===== src/rtl/interrupt_stack_sequencer.sv =====
// Interrupt / CALL / RET / RTI stack sequencer: pushes and pops return state over a 16-bit stack port.
// Flag save/restore on interrupt/rti is enabled by defining INT_FLAGS_SAVE_EN.
module interrupt_stack_sequencer #(
  parameter logic [31:0] INT_VECTOR = 32'h0000_0002
) (
  input  logic        clk,
  input  logic        reset,
  input  logic        intr,
  input  logic        call,
  input  logic        ret,
  input  logic        rti,
  input  logic [31:0] pc_next,
  input  logic [31:0] call_target,
  input  logic [2:0]  flags_in,
  input  logic        mem_ack,
  input  logic [15:0] mem_rdata,
  output logic        mem_req,
  output logic        mem_we,
  output logic [15:0] mem_wdata,
  output logic        sp_dec,
  output logic        sp_inc,
  output logic        stall,
  output logic        pc_load,
  output logic [31:0] pc_out,
  output logic        flags_load,
  output logic [2:0]  flags_out,
  output logic        busy
);

`ifdef INT_FLAGS_SAVE_EN
  localparam bit FLAGS_EN = 1'b1;
`else
  localparam bit FLAGS_EN = 1'b0;
`endif

  localparam logic [2:0] IDLE   = 3'd0;
  localparam logic [2:0] PUSH_H = 3'd1;
  localparam logic [2:0] PUSH_L = 3'd2;
  localparam logic [2:0] PUSH_F = 3'd3;
  localparam logic [2:0] POP_F  = 3'd4;
  localparam logic [2:0] POP_L  = 3'd5;
  localparam logic [2:0] POP_H  = 3'd6;
  localparam logic [2:0] LOAD   = 3'd7;

  logic [2:0]  state;
  logic        int_pending;
  logic        is_int;
  logic        is_rti;
  logic [31:0] ret_addr;
  logic [31:0] target;
  logic [2:0]  save_flags;
  logic        in_push;
  logic        in_pop;
  logic        start_int;

  assign in_push   = (state == PUSH_H) || (state == PUSH_L) || (state == PUSH_F);
  assign in_pop    = (state == POP_F) || (state == POP_L) || (state == POP_H);
  assign start_int = (state == IDLE) && !rti && !ret && !call && int_pending;

  assign mem_req    = in_push || in_pop;
  assign mem_we     = in_push;
  // Ack only matters while a request is outstanding, so it is gated by state.
  assign sp_dec     = in_push && mem_ack;
  assign sp_inc     = in_pop && mem_ack;
  assign busy       = (state != IDLE);
  assign stall      = busy;
  assign pc_load    = (state == LOAD);
  assign pc_out     = pc_load ? target : 32'h0;
  assign flags_load = FLAGS_EN && pc_load && is_rti;
  assign flags_out  = flags_load ? save_flags : 3'b000;

  always_comb begin
    mem_wdata = 16'h0;
    case (state)
      PUSH_H:  mem_wdata = ret_addr[31:16];
      PUSH_L:  mem_wdata = ret_addr[15:0];
      PUSH_F:  mem_wdata = {13'b0, save_flags};
      default: mem_wdata = 16'h0;
    endcase
  end

  always_ff @(posedge clk or negedge reset) begin
    if (!reset) begin
      state       <= IDLE;
      int_pending <= 1'b0;
      is_int      <= 1'b0;
      is_rti      <= 1'b0;
      ret_addr    <= 32'h0;
      target      <= 32'h0;
      save_flags  <= 3'b000;
    end else begin
      // Taking the interrupt wins over a still-high request in the same cycle.
      if (start_int)
        int_pending <= 1'b0;
      else if (intr)
        int_pending <= 1'b1;

      case (state)
        IDLE: begin
          if (rti) begin
            is_int <= 1'b0;
            is_rti <= FLAGS_EN;
            state  <= FLAGS_EN ? POP_F : POP_L;
          end else if (ret) begin
            is_int <= 1'b0;
            is_rti <= 1'b0;
            state  <= POP_L;
          end else if (call) begin
            is_int   <= 1'b0;
            is_rti   <= 1'b0;
            ret_addr <= pc_next;
            target   <= call_target;
            state    <= PUSH_H;
          end else if (int_pending) begin
            is_int     <= 1'b1;
            is_rti     <= 1'b0;
            ret_addr   <= pc_next;
            target     <= INT_VECTOR;
            save_flags <= flags_in;
            state      <= PUSH_H;
          end
        end
        PUSH_H: if (mem_ack) state <= PUSH_L;
        PUSH_L: if (mem_ack) state <= (is_int && FLAGS_EN) ? PUSH_F : LOAD;
        PUSH_F: if (mem_ack) state <= LOAD;
        POP_F: if (mem_ack) begin
          save_flags <= mem_rdata[2:0];
          state      <= POP_L;
        end
        POP_L: if (mem_ack) begin
          target[15:0] <= mem_rdata;
          state        <= POP_H;
        end
        POP_H: if (mem_ack) begin
          target[31:16] <= mem_rdata;
          state         <= LOAD;
        end
        default: state <= IDLE;
      endcase
    end
  end

endmodule


===== config.mk =====
export PLATFORM = sky130hd
export DESIGN_NAME = interrupt_stack_sequencer
export DESIGN_NICKNAME = d
export VERILOG_FILES = /design/src/rtl/interrupt_stack_sequencer.sv
export SDC_FILE = /design/constraint.sdc
export NUM_CORES = 1
export LEC_CHECK = 0
export CORE_MARGIN = 2
export CORE_UTILIZATION = 35
export DETAILED_ROUTE_END_ITERATION = 6
export PLACE_DENSITY = 0.67
export SYNTH_ARGS = -nofsm -noshare
export SYNTH_HDL_FRONTEND = slang
export SYNTH_SLANG_ARGS = --single-unit

===== constraint.sdc =====
create_clock -name clk -period 4.7 [get_ports clk]
set_clock_uncertainty 0.05 [all_clocks]
set_input_delay 0.705 -clock clk [delete_from_list [all_inputs] [get_ports clk]]
set_output_delay 0.705 -clock clk [all_outputs]
set_load 0.1 [all_outputs]

==> impl_results.md, run 1 <==
* Cells after Synth at around 360
* Required time worst endpoint at roughly 4 ns
* Mapped Area at 4050 um2
* Delay-heaviest family, CP: buffers and inverters
* Setup bufs post-CTS at 0
* Worst Setup SP: state[2]
* Distinct cells, synth at 31
* Final hold viol count at 0
* Final slew viol count at 0
* Clk_lat worst skew at ~0.32 ns
* Wire per inst at between 15 and 20 um
* Drt first pass iters at 4
* Status: finished, final reports clean
* Switching pwr at between 1500 and 2000 uW
* Yosys reg bits at 71
* Via/cell ratio at around 4.8
* Worst Tran Pin Value at about 1.1 ns
* Die X-Extent at about 110 um
* Post-route design area at 5740 um2
* Dpl ws at 1.39 ns
* # fillers at about 1.0k
* Post-route DRC at 0
* Sequential Power Share at 0.269
* Endpoints failing setup at 0
* Crit-path max FO at 28
* Worst reg2reg path depth at 3
* CTS tree: yes
* Rel. slew slack at 0.234
* Pwr/cell area at roughly 720 nW/um2
* Fin cells at around 640
* Setup WS post-layout at 1.23 ns
* Syn_area_per_cell at 11.2 um2
* Initial core utilization at 0.356
* CP max-delay cell: clkdlybuf4s50_1
* Clock sinks at 71
* Setup tns final at 0 ns
* Detailed Route WL at approximately 10000 um
* Post-DP Area at 5390 um2
* First-pass GRT wire length at 16600 um
* Fin crit period at 3.47 ns
* Post-route clock period utilization at 0.738
* Cells along the critical path: nor3_4 -> inv_4 -> clkdlybuf4s50_1
* CP Buf/Inv Count at 2
* WS Path Type: reg -> out
* Drt initial violations at around 110
* Gr usage total at 0.165
* RSZ-0062 raised after global routing: no
* N_diodes at 0
* Clock power frac at 0.194
* Initial antenna violation count at 0
* Placer Congestion at 0.776
* Root buf cell: clkbuf_16
* Area Growth Syn to Fin at 41.8%
* Antenna Violating Nets Remaining at 0
* Worst VDD drop at between 300 and 400 uV
* Combinational fraction of design power at 0.537
* Number of port buffers at around 140
* Total CTS buffers at 9
* Fmax achieved at slightly below 0.3 GHz
* Clock buffer depth at 2
* Reg2reg start: state[2]
* CTS Hold Bufs at 0
* Leak at about 0.0028 uW
* Sw frac at 0.462
* DP Cell Count at ~620
* Critical path startpoint category: flop
* Dpl hpwl at roughly 7100 um
* Ratio of cells with drive above 1 in the final layout at 0.302
* Total gr overflow at 0
* Max_cap viols at 0
* Reg2Reg Capture Point: target[28]
* Number of nets in the layout at about 580
* Core ar. at roughly 11000 um2
* Die footprint at about 12000 um2
* Crit end category: primary output
* Reg-to-reg slack, setup at 1.90 ns
* Die Height at between 100 and 150 um
* Post-synthesis sequential area ratio at 0.439
* # H-tree levels at 3
* Post_cts resized at 0
* Worst hold path type: in -> async
* P_int at 2230 uW
* CP max stage delay at 1.16 ns
* Vias in the first global route at between 3k and 4k
* Largest net degree at the start of global routing at 72
* CP Depth at 3
* Vias post-DR at between 3k and 4k
* Row count at 39
* IO Count at between 100 and 150
* CP endpoint: stall
* Worst Path Arrival at about 2.7 ns
* Synth warn at 0
* Clock Pin Slew Worst Setup and Hold Paths at ~0.06 ns
## power by group through the flow
stage               combinational, uW  sequential, uW  clock [uW]
floorplan                        1910            1000           0
global placement                 2210            1120           0
detailed placement               2240            1130           0
CTS                              2250            1120         821
global route                     2350            1160         854
finish                           2220            1120         803
## sequential cells by signal (all words and copies together) (netlist names)
| name | cells |
|---|---|
| int_pending | 1 |
| target | 32 |
| ret_addr | 32 |
| state | 3 |
| save_flags | 3 |
## cell families (layout without fill, tap and decap cells)
logic type,after synthesis,after routing,share of synthesized area
flops,71,71,0.439
buf+inv,51,183,0.0677
simple gates,104,104,0.133
compound gates,29,29,0.0590
other cells,1,4,0.000926
mux,105,105,0.301
## area by class of cell
cell class / count / area [um2] / area share
multi-input cells: 242 / 2010 / 0.350
flip-flops and latches: 71 / 1780 / 0.309
repair buffers: 149 / 1350 / 0.235
clock buffers: 11 / 253 / 0.0440
well taps: 143 / 179 / 0.0311
clock inverters: 5 / 104 / 0.0181
inverters: 18 / 70.1 / 0.0122
## synth_stat cells, drive strengths merged
library cell,count,area share
a21oi,5,0.0062
a22oi,17,0.032
and2,34,0.053
and3,1,0.0015
buf,18,0.036
clkbuf,15,0.014
conb,1,0.00093
dfrtp,71,0.44
inv,18,0.017
mux2,73,0.22
mux2i,32,0.079
nand2,32,0.030
nand2b,2,0.0031
nand3b,2,0.0037
nor2,23,0.021
nor2b,5,0.0077
nor3,2,0.0080
nor3b,1,0.0019
nor4b,1,0.0022
o21ai,3,0.0037
o21bai,1,0.0019
o32ai,2,0.014
o41ai,1,0.0022
or2,1,0.0015
## worst min path at each step
stage                            start           end  cells past startpoint
after global routing      ret_addr[20]  ret_addr[20]                      1
after CTS                 ret_addr[20]  ret_addr[20]                      1
final                            reset    target[29]                      1
after global placement    ret_addr[20]  ret_addr[20]                      1
after floorplan                  reset   int_pending                      0
after detailed placement  ret_addr[20]  ret_addr[20]                      1
## cell usage in the layout (no fill, tap or decap)
cell type,n
a21oi_1,5
a22oi_1,17
and2_1,34
and3_1,1
buf_4,56
bufinv_16,3
clkbuf_16,9
clkbuf_8,2
clkdlybuf4s50_1,93
clkinv_2,1
clkinv_4,1
conb_1,4
dfrtp_1,71
inv_1,17
inv_4,1
mux2_1,1
mux2_2,52
mux2_4,20
mux2i_1,32
nand2_1,32
nand2b_1,2
nand3b_1,2
nor2_1,23
nor2b_1,5
nor3_4,2
nor3b_1,1
nor4b_1,1
o21ai_0,3
o21bai_1,1
o32ai_4,2
o41ai_1,1
or2_2,1
## stage by stage
step	util	power, uW	hold slack, ns
2_1_floorplan	-	2910	0.359
3_3_place_gp	0.474	3330	0.421
3_5_place_dp	0.474	3360	0.431
4_1_cts	0.505	4180	0.450
5_1_grt	0.505	4360	0.467
6_report	0.505	4140	0.429
## metal layers
layer | vias to the layer above | track usage | share of wire
met5 | - | 0 | 0
met4 | 0 | 0.0444 | 0.011
met3 | 9 | 0.0582 | 0.093
met2 | 123 | 0.258 | 0.43
met1 | 1442 | 0.219 | 0.46
li1 | 1470 | - | -
No activity file was read; power rests on OpenSTA's default activity.
==> run 2, diff against run 1 <==
clock period = 3.6 ns   (was 4.7 ns; I/O delays follow)
==> run 2 against run 1 <==
Compared with the run above:
- clock power grew 37%
- flip-flop and latch count is the same
- critical path type unchanged
- via count grew 0.92%
- sequential power grew 22%
- total power grew 43%
- first-iteration DRC count grew 17%
==> impl_results.md, run 2 (synthesis results as in run 1) <==
* Status: finished, final reports clean
* Leak at just under 0.003 uW
* Drt initial violations at around 120
* Core ar. at between 10000 and 15000 um2
* Row count at 39
* CTS tree: yes
* RSZ-0062 raised after global routing: no
* Final hold viol count at 0
* N_diodes at 0
* Clock Pin Slew Worst Setup and Hold Paths at approximately 0.060 ns
* Fmax achieved at around 0.33 GHz
* WS Path Type: reg -> out
* Clock sinks at 71
* Top Registers: ret_addr (32), target (32)
* Placer Congestion at roughly 0.79
* Via/cell ratio at between 4 and 5
* Post_cts resized at 0
* CP endpoint: pc_out[14]
* Total gr overflow at 0
* Crit-path max FO at 35
* Clk_lat worst skew at 0.33 ns
* Setup bufs post-CTS at 0
* Worst Path Arrival at 2.46 ns
* Sequential Power Share at 0.231
* Detailed Route WL at ~10000 um
* Initial core utilization at 0.356
* Critical path startpoint category: flop
* Clock power frac at 0.186
* P_int at 3330 uW
* Die Height at around 110 um
* Worst Tran Pin Value at around 1.2 ns
* Dpl hpwl at approximately 7600 um
* Most frequent cells in the layout: 88 x clkdlybuf4s50_1, 71 x dfrtp_1, 52 x mux2_2, 49 x buf_12, 34 x and2_1
* Required time worst endpoint at ~3 ns
* Area Growth Syn to Fin at 58.0%
* Die X-Extent at ~110 um
* Vias in the first global route at approximately 3.3k
* Rel. slew slack at 0.225
* Sw frac at 0.438
* Largest net degree at the start of global routing at 72
* Worst reg2reg path depth at 4
* Worst Setup SP: state[2]
* Setup tns final at 0 ns
* Switching pwr at approximately 2600 uW
* Pwr/cell area at 924 nW/um2
* Fin crit period at 3.05 ns
* Post-route clock period utilization at 0.847
* Clock buffer depth at 2
* Combinational fraction of design power at 0.582
* Antenna Violating Nets Remaining at 0
* Endpoints failing setup at 0
* Number of nets in the layout at 586
* Post-DP Area at between 6000 and 7000 um2
* Worst VDD drop at about 560 uV
* Reg2Reg Capture Point: target[11]
* Vias post-DR at between 3k and 4k
* Total CTS buffers at 9
* First-pass GRT wire length at 17000 um
* Initial antenna violation count at 0
* Die footprint at between 10000 and 15000 um2
* Max_cap viols at 0
* Final slew viol count at 0
* Number of port buffers at about 140
* Wire per inst at between 15 and 20 um
* Ratio of cells with drive above 1 in the final layout at 0.317
* Worst hold path type: in -> async
* Most common cell after layout, fill and taps aside: clkdlybuf4s50_1
* CTS Hold Bufs at 0
* Root buf cell: clkbuf_16
* Drt first pass iters at 4
* Post-route DRC at 0
* # H-tree levels at 3
* Post-route design area at approximately 6400 um2
* Gr usage total at 0.170
* IO Count at 149
* Reg2reg start: state[0]
* Crit end category: primary output
* Reg-to-reg slack, setup at 1.26 ns
==> run 2: cell types whose count changed in the layout (fill, tap and decap cells not counted) <==
cell	before	now
bufinv_16	3	4
clkinv_2	1	0
buf_12	0	49
clkbuf_1	0	1
clkdlybuf4s50_1	93	88
clkbuf_8	2	1
buf_4	56	17
==> run 2: metrics by stage <==
| step | cells | power (uW) | setup slack, ns | utilization | hold slack, ns |
|---|---|---|---|---|---|
| after CTS | 644 | 5970 | 0.497 | 0.563 | 0.335 |
| after global routing | 644 | 6170 | 0.358 | 0.563 | 0.359 |
| after global placement | 628 | 4790 | 0.883 | 0.530 | 0.420 |
| final | 644 | 5910 | 0.549 | 0.563 | 0.290 |
| after detailed placement | 628 | 4850 | 0.853 | 0.530 | 0.430 |
| after floorplan | 364 | 3800 | 0.0427 | - | 0.194 |
==> run 2: layout make-up <==
cell class	instances	area, um2
Inverter	18	70.1
Clock inverter	5	129
Timing Repair Buffer	154	1990
Tap cell	143	179
Fill cell	987	4970
Clock buffer	11	243
Sequential cell	71	1780
Multi-Input combinational cell	242	2010
==> run 2: critical path: stages (launching register included) <==
cell and delay [ns]:
dfrtp_1 0.32, buf_4 0.31, and3_1 0.99, and2_1 0.31, buf_12 0.19
==> run 2: routing by layer <==
| metal | track usage | vias to the layer above | share of wire |
|---|---|---|---|
| li1 | - | 1484 | - |
| met1 | 0.216 | 1454 | 0.44 |
| met2 | 0.275 | 125 | 0.46 |
| met3 | 0.0648 | 9 | 0.088 |
| met4 | 0.0436 | 0 | 0.012 |
| met5 | 0 | - | 0 |
==> run 2: worst min path at each step <==
stage	cells past startpoint	slack [ns]	from	endpoint
4_1_cts	1	0.34	reset	target[29]
2_1_floorplan	0	0.19	reset	int_pending
6_report	1	0.29	reset	target[27]
5_1_grt	1	0.36	reset	target[29]
3_5_place_dp	1	0.43	ret_addr[20]	ret_addr[20]
3_3_place_gp	1	0.42	ret_addr[20]	ret_addr[20]
==> run 2: power groups by stage <==
stage / Sequential (uW) / Combinational, uW / Clock [uW]
finish: 1370 / 3440 / 1100
floorplan: 1310 / 2490 / 0
global placement: 1360 / 3430 / 0
global route: 1410 / 3600 / 1150
CTS: 1370 / 3480 / 1120
detailed placement: 1380 / 3470 / 0
==> run 3, diff against run 2 <==
clock period = 3.2 ns   (was 3.6 ns; I/O delays follow)
==> run 3 against run 2 <==
Compared with the run above:
- combinational power rose by 12%
- wire length down 0.42%
- global-route usage decreased by 0.075 points
- sequential share of layout area grew 0.10 points
- core utilization down 0.21 points
- first-iteration DRC count rose by 20%
- clock power is essentially flat
- total power grew 10%
- largest cell class unchanged
==> impl_results.md, run 3 (synthesis results as in run 1) <==
* Largest net degree at the start of global routing at 72
* WHS at around 0.24 ns
* CP max stage delay at ~0.75 ns
* # H-tree levels at 3
* Gr usage total at 0.169
* Fin crit period at about 2.6 ns
* Tot Pwr at 6510 uW
* Top Registers: ret_addr (32), target (32)
* Most frequent cells in the layout: 88 x clkdlybuf4s50_1, 71 x dfrtp_1, 52 x mux2_2, 50 x buf_12, 34 x and2_1
* Post_cts resized at 0
* RSZ-0062 raised after global routing: no
* Die X-Extent at approximately 110 um
* Antenna Violating Nets Remaining at 0
* Crit end category: primary output
* CTS Hold Bufs at 0
* Number of nets in the layout at 587
* Initial core utilization at 0.356
* Total CTS buffers at 9
* Dpl ws at ~0.77 ns
* Detailed Route WL at approximately 10000 um
* First-pass GRT wire length at 16900 um
* Leak at between 0.002 and 0.003 uW
* Root buf cell: clkbuf_16
* Sequential Power Share at 0.245
* Setup tns final at 0 ns
* Most common cell after layout, fill and taps aside: clkdlybuf4s50_1
* Post-route DRC at 0
* # fillers at about 970
* Delay-heaviest family, CP: flip-flops
* Number of port buffers at ~140
* Via/cell ratio at 4.76
* Reg-to-reg slack, setup at 0.94 ns
* Reg2reg start: state[1]
* Total gr overflow at 0
* Core ar. at about 11000 um2
* CP Buf/Inv Count at 2
* Area Growth Syn to Fin at 57.4%
* Drt initial violations at 148
* Ratio of cells with drive above 1 in the final layout at 0.325
* P_int at 3600 uW
* Cells along the critical path: nor2b_1 -> buf_4 -> a22oi_1 -> nor2_1 -> buf_12
* Setup WS post-layout at between 0.5 and 0.6 ns
* CP max-delay cell: dfrtp_1
* Required time worst endpoint at ~2.7 ns
* Worst Path Arrival at between 2 and 2.5 ns
* Vias post-DR at about 3.1k
* Worst Tran Pin Value at 0.910 ns
* Reg2Reg Capture Point: target[2]
* N_diodes at 0
* Die footprint at around 12000 um2
* Dpl hpwl at about 7500 um
* Clock buffer depth at 2
* Post-route clock period utilization at 0.816
* Clock Pin Slew Worst Setup and Hold Paths at ~0.060 ns
* Final hold viol count at 0
* Status: finished, final reports clean
* Critical path startpoint category: flop
* Wire per inst at roughly 16 um
* Worst hold path type: in -> async
* Final slew viol count at 0
* IO Count at 149
* Setup bufs post-CTS at 0
* Max_cap viols at 0
* Sw frac at 0.447
* Switching pwr at ~2900 uW
* Vias in the first global route at 3296
* Drt first pass iters at 4
* Fmax achieved at 0.383 GHz
* Placer Congestion at 0.795
* Worst VDD drop at just under 600 uV
* Die Height at ~110 um
* Clk_lat worst skew at about 0.32 ns
* Initial antenna violation count at 0
* Worst reg2reg path depth at 5
* Clock sinks at between 70 and 80
* CTS tree: yes
* WS Path Type: reg -> out
* Rel. slew slack at 0.393
* Row count at 39
* Combinational fraction of design power at 0.591
* Crit-path max FO at 20
* Pwr/cell area at 1020 nW/um2
* Endpoints failing setup at 0
* Clock power frac at 0.164
run 3: stage by stage:
stage / util / area, um2 / instances
after floorplan: - / 4070 / 364
after global placement: 0.532 / 6050 / 629
after detailed placement: 0.532 / 6050 / 629
after CTS: 0.561 / 6370 / 645
after global routing: 0.561 / 6370 / 645
final: 0.561 / 6370 / 645
run 3: worst max path at each step:
stage               slack, ns     start  cells past startpoint            end
floorplan                0.08  state[0]                      6  mem_wdata[10]
global placement         0.77      call                      5  save_flags[1]
detailed placement       0.77       ret                      5      target[2]
CTS                      0.57  state[1]                      5  mem_wdata[15]
global route             0.46  state[1]                      5  mem_wdata[11]
finish                   0.59  state[1]                      5  mem_wdata[15]
run 3: routing by layer:
metal,vias to the layer above,share of wire,GRT usage
met5,-,0,0
met4,0,0.012,0.0486
met3,11,0.095,0.0664
met2,120,0.45,0.270
met1,1463,0.45,0.215
li1,1476,-,-
run 3: layout make-up:
| type | count | area (um2) | area share |
|---|---|---|---|
| Multi-Input combinational cell | 242 | 2020 | 0.316 |
| Clock inverter | 6 | 83.8 | 0.0132 |
| Timing Repair Buffer | 155 | 2010 | 0.315 |
| Sequential cell | 71 | 1780 | 0.279 |
| Inverter | 18 | 70.1 | 0.0110 |
| Tap cell | 143 | 179 | 0.0281 |
| Clock buffer | 10 | 239 | 0.0375 |
run 3: power groups by stage:
stage          Combinational [uW]  Clock (uW)  Sequential [uW]
3_3_place_gp                 3830           0             1590
2_1_floorplan                2810           0             1470
3_5_place_dp                 3870           0             1610
4_1_cts                      3890        1090             1600
6_report                     3850        1070             1600
5_1_grt                      4030        1140             1650
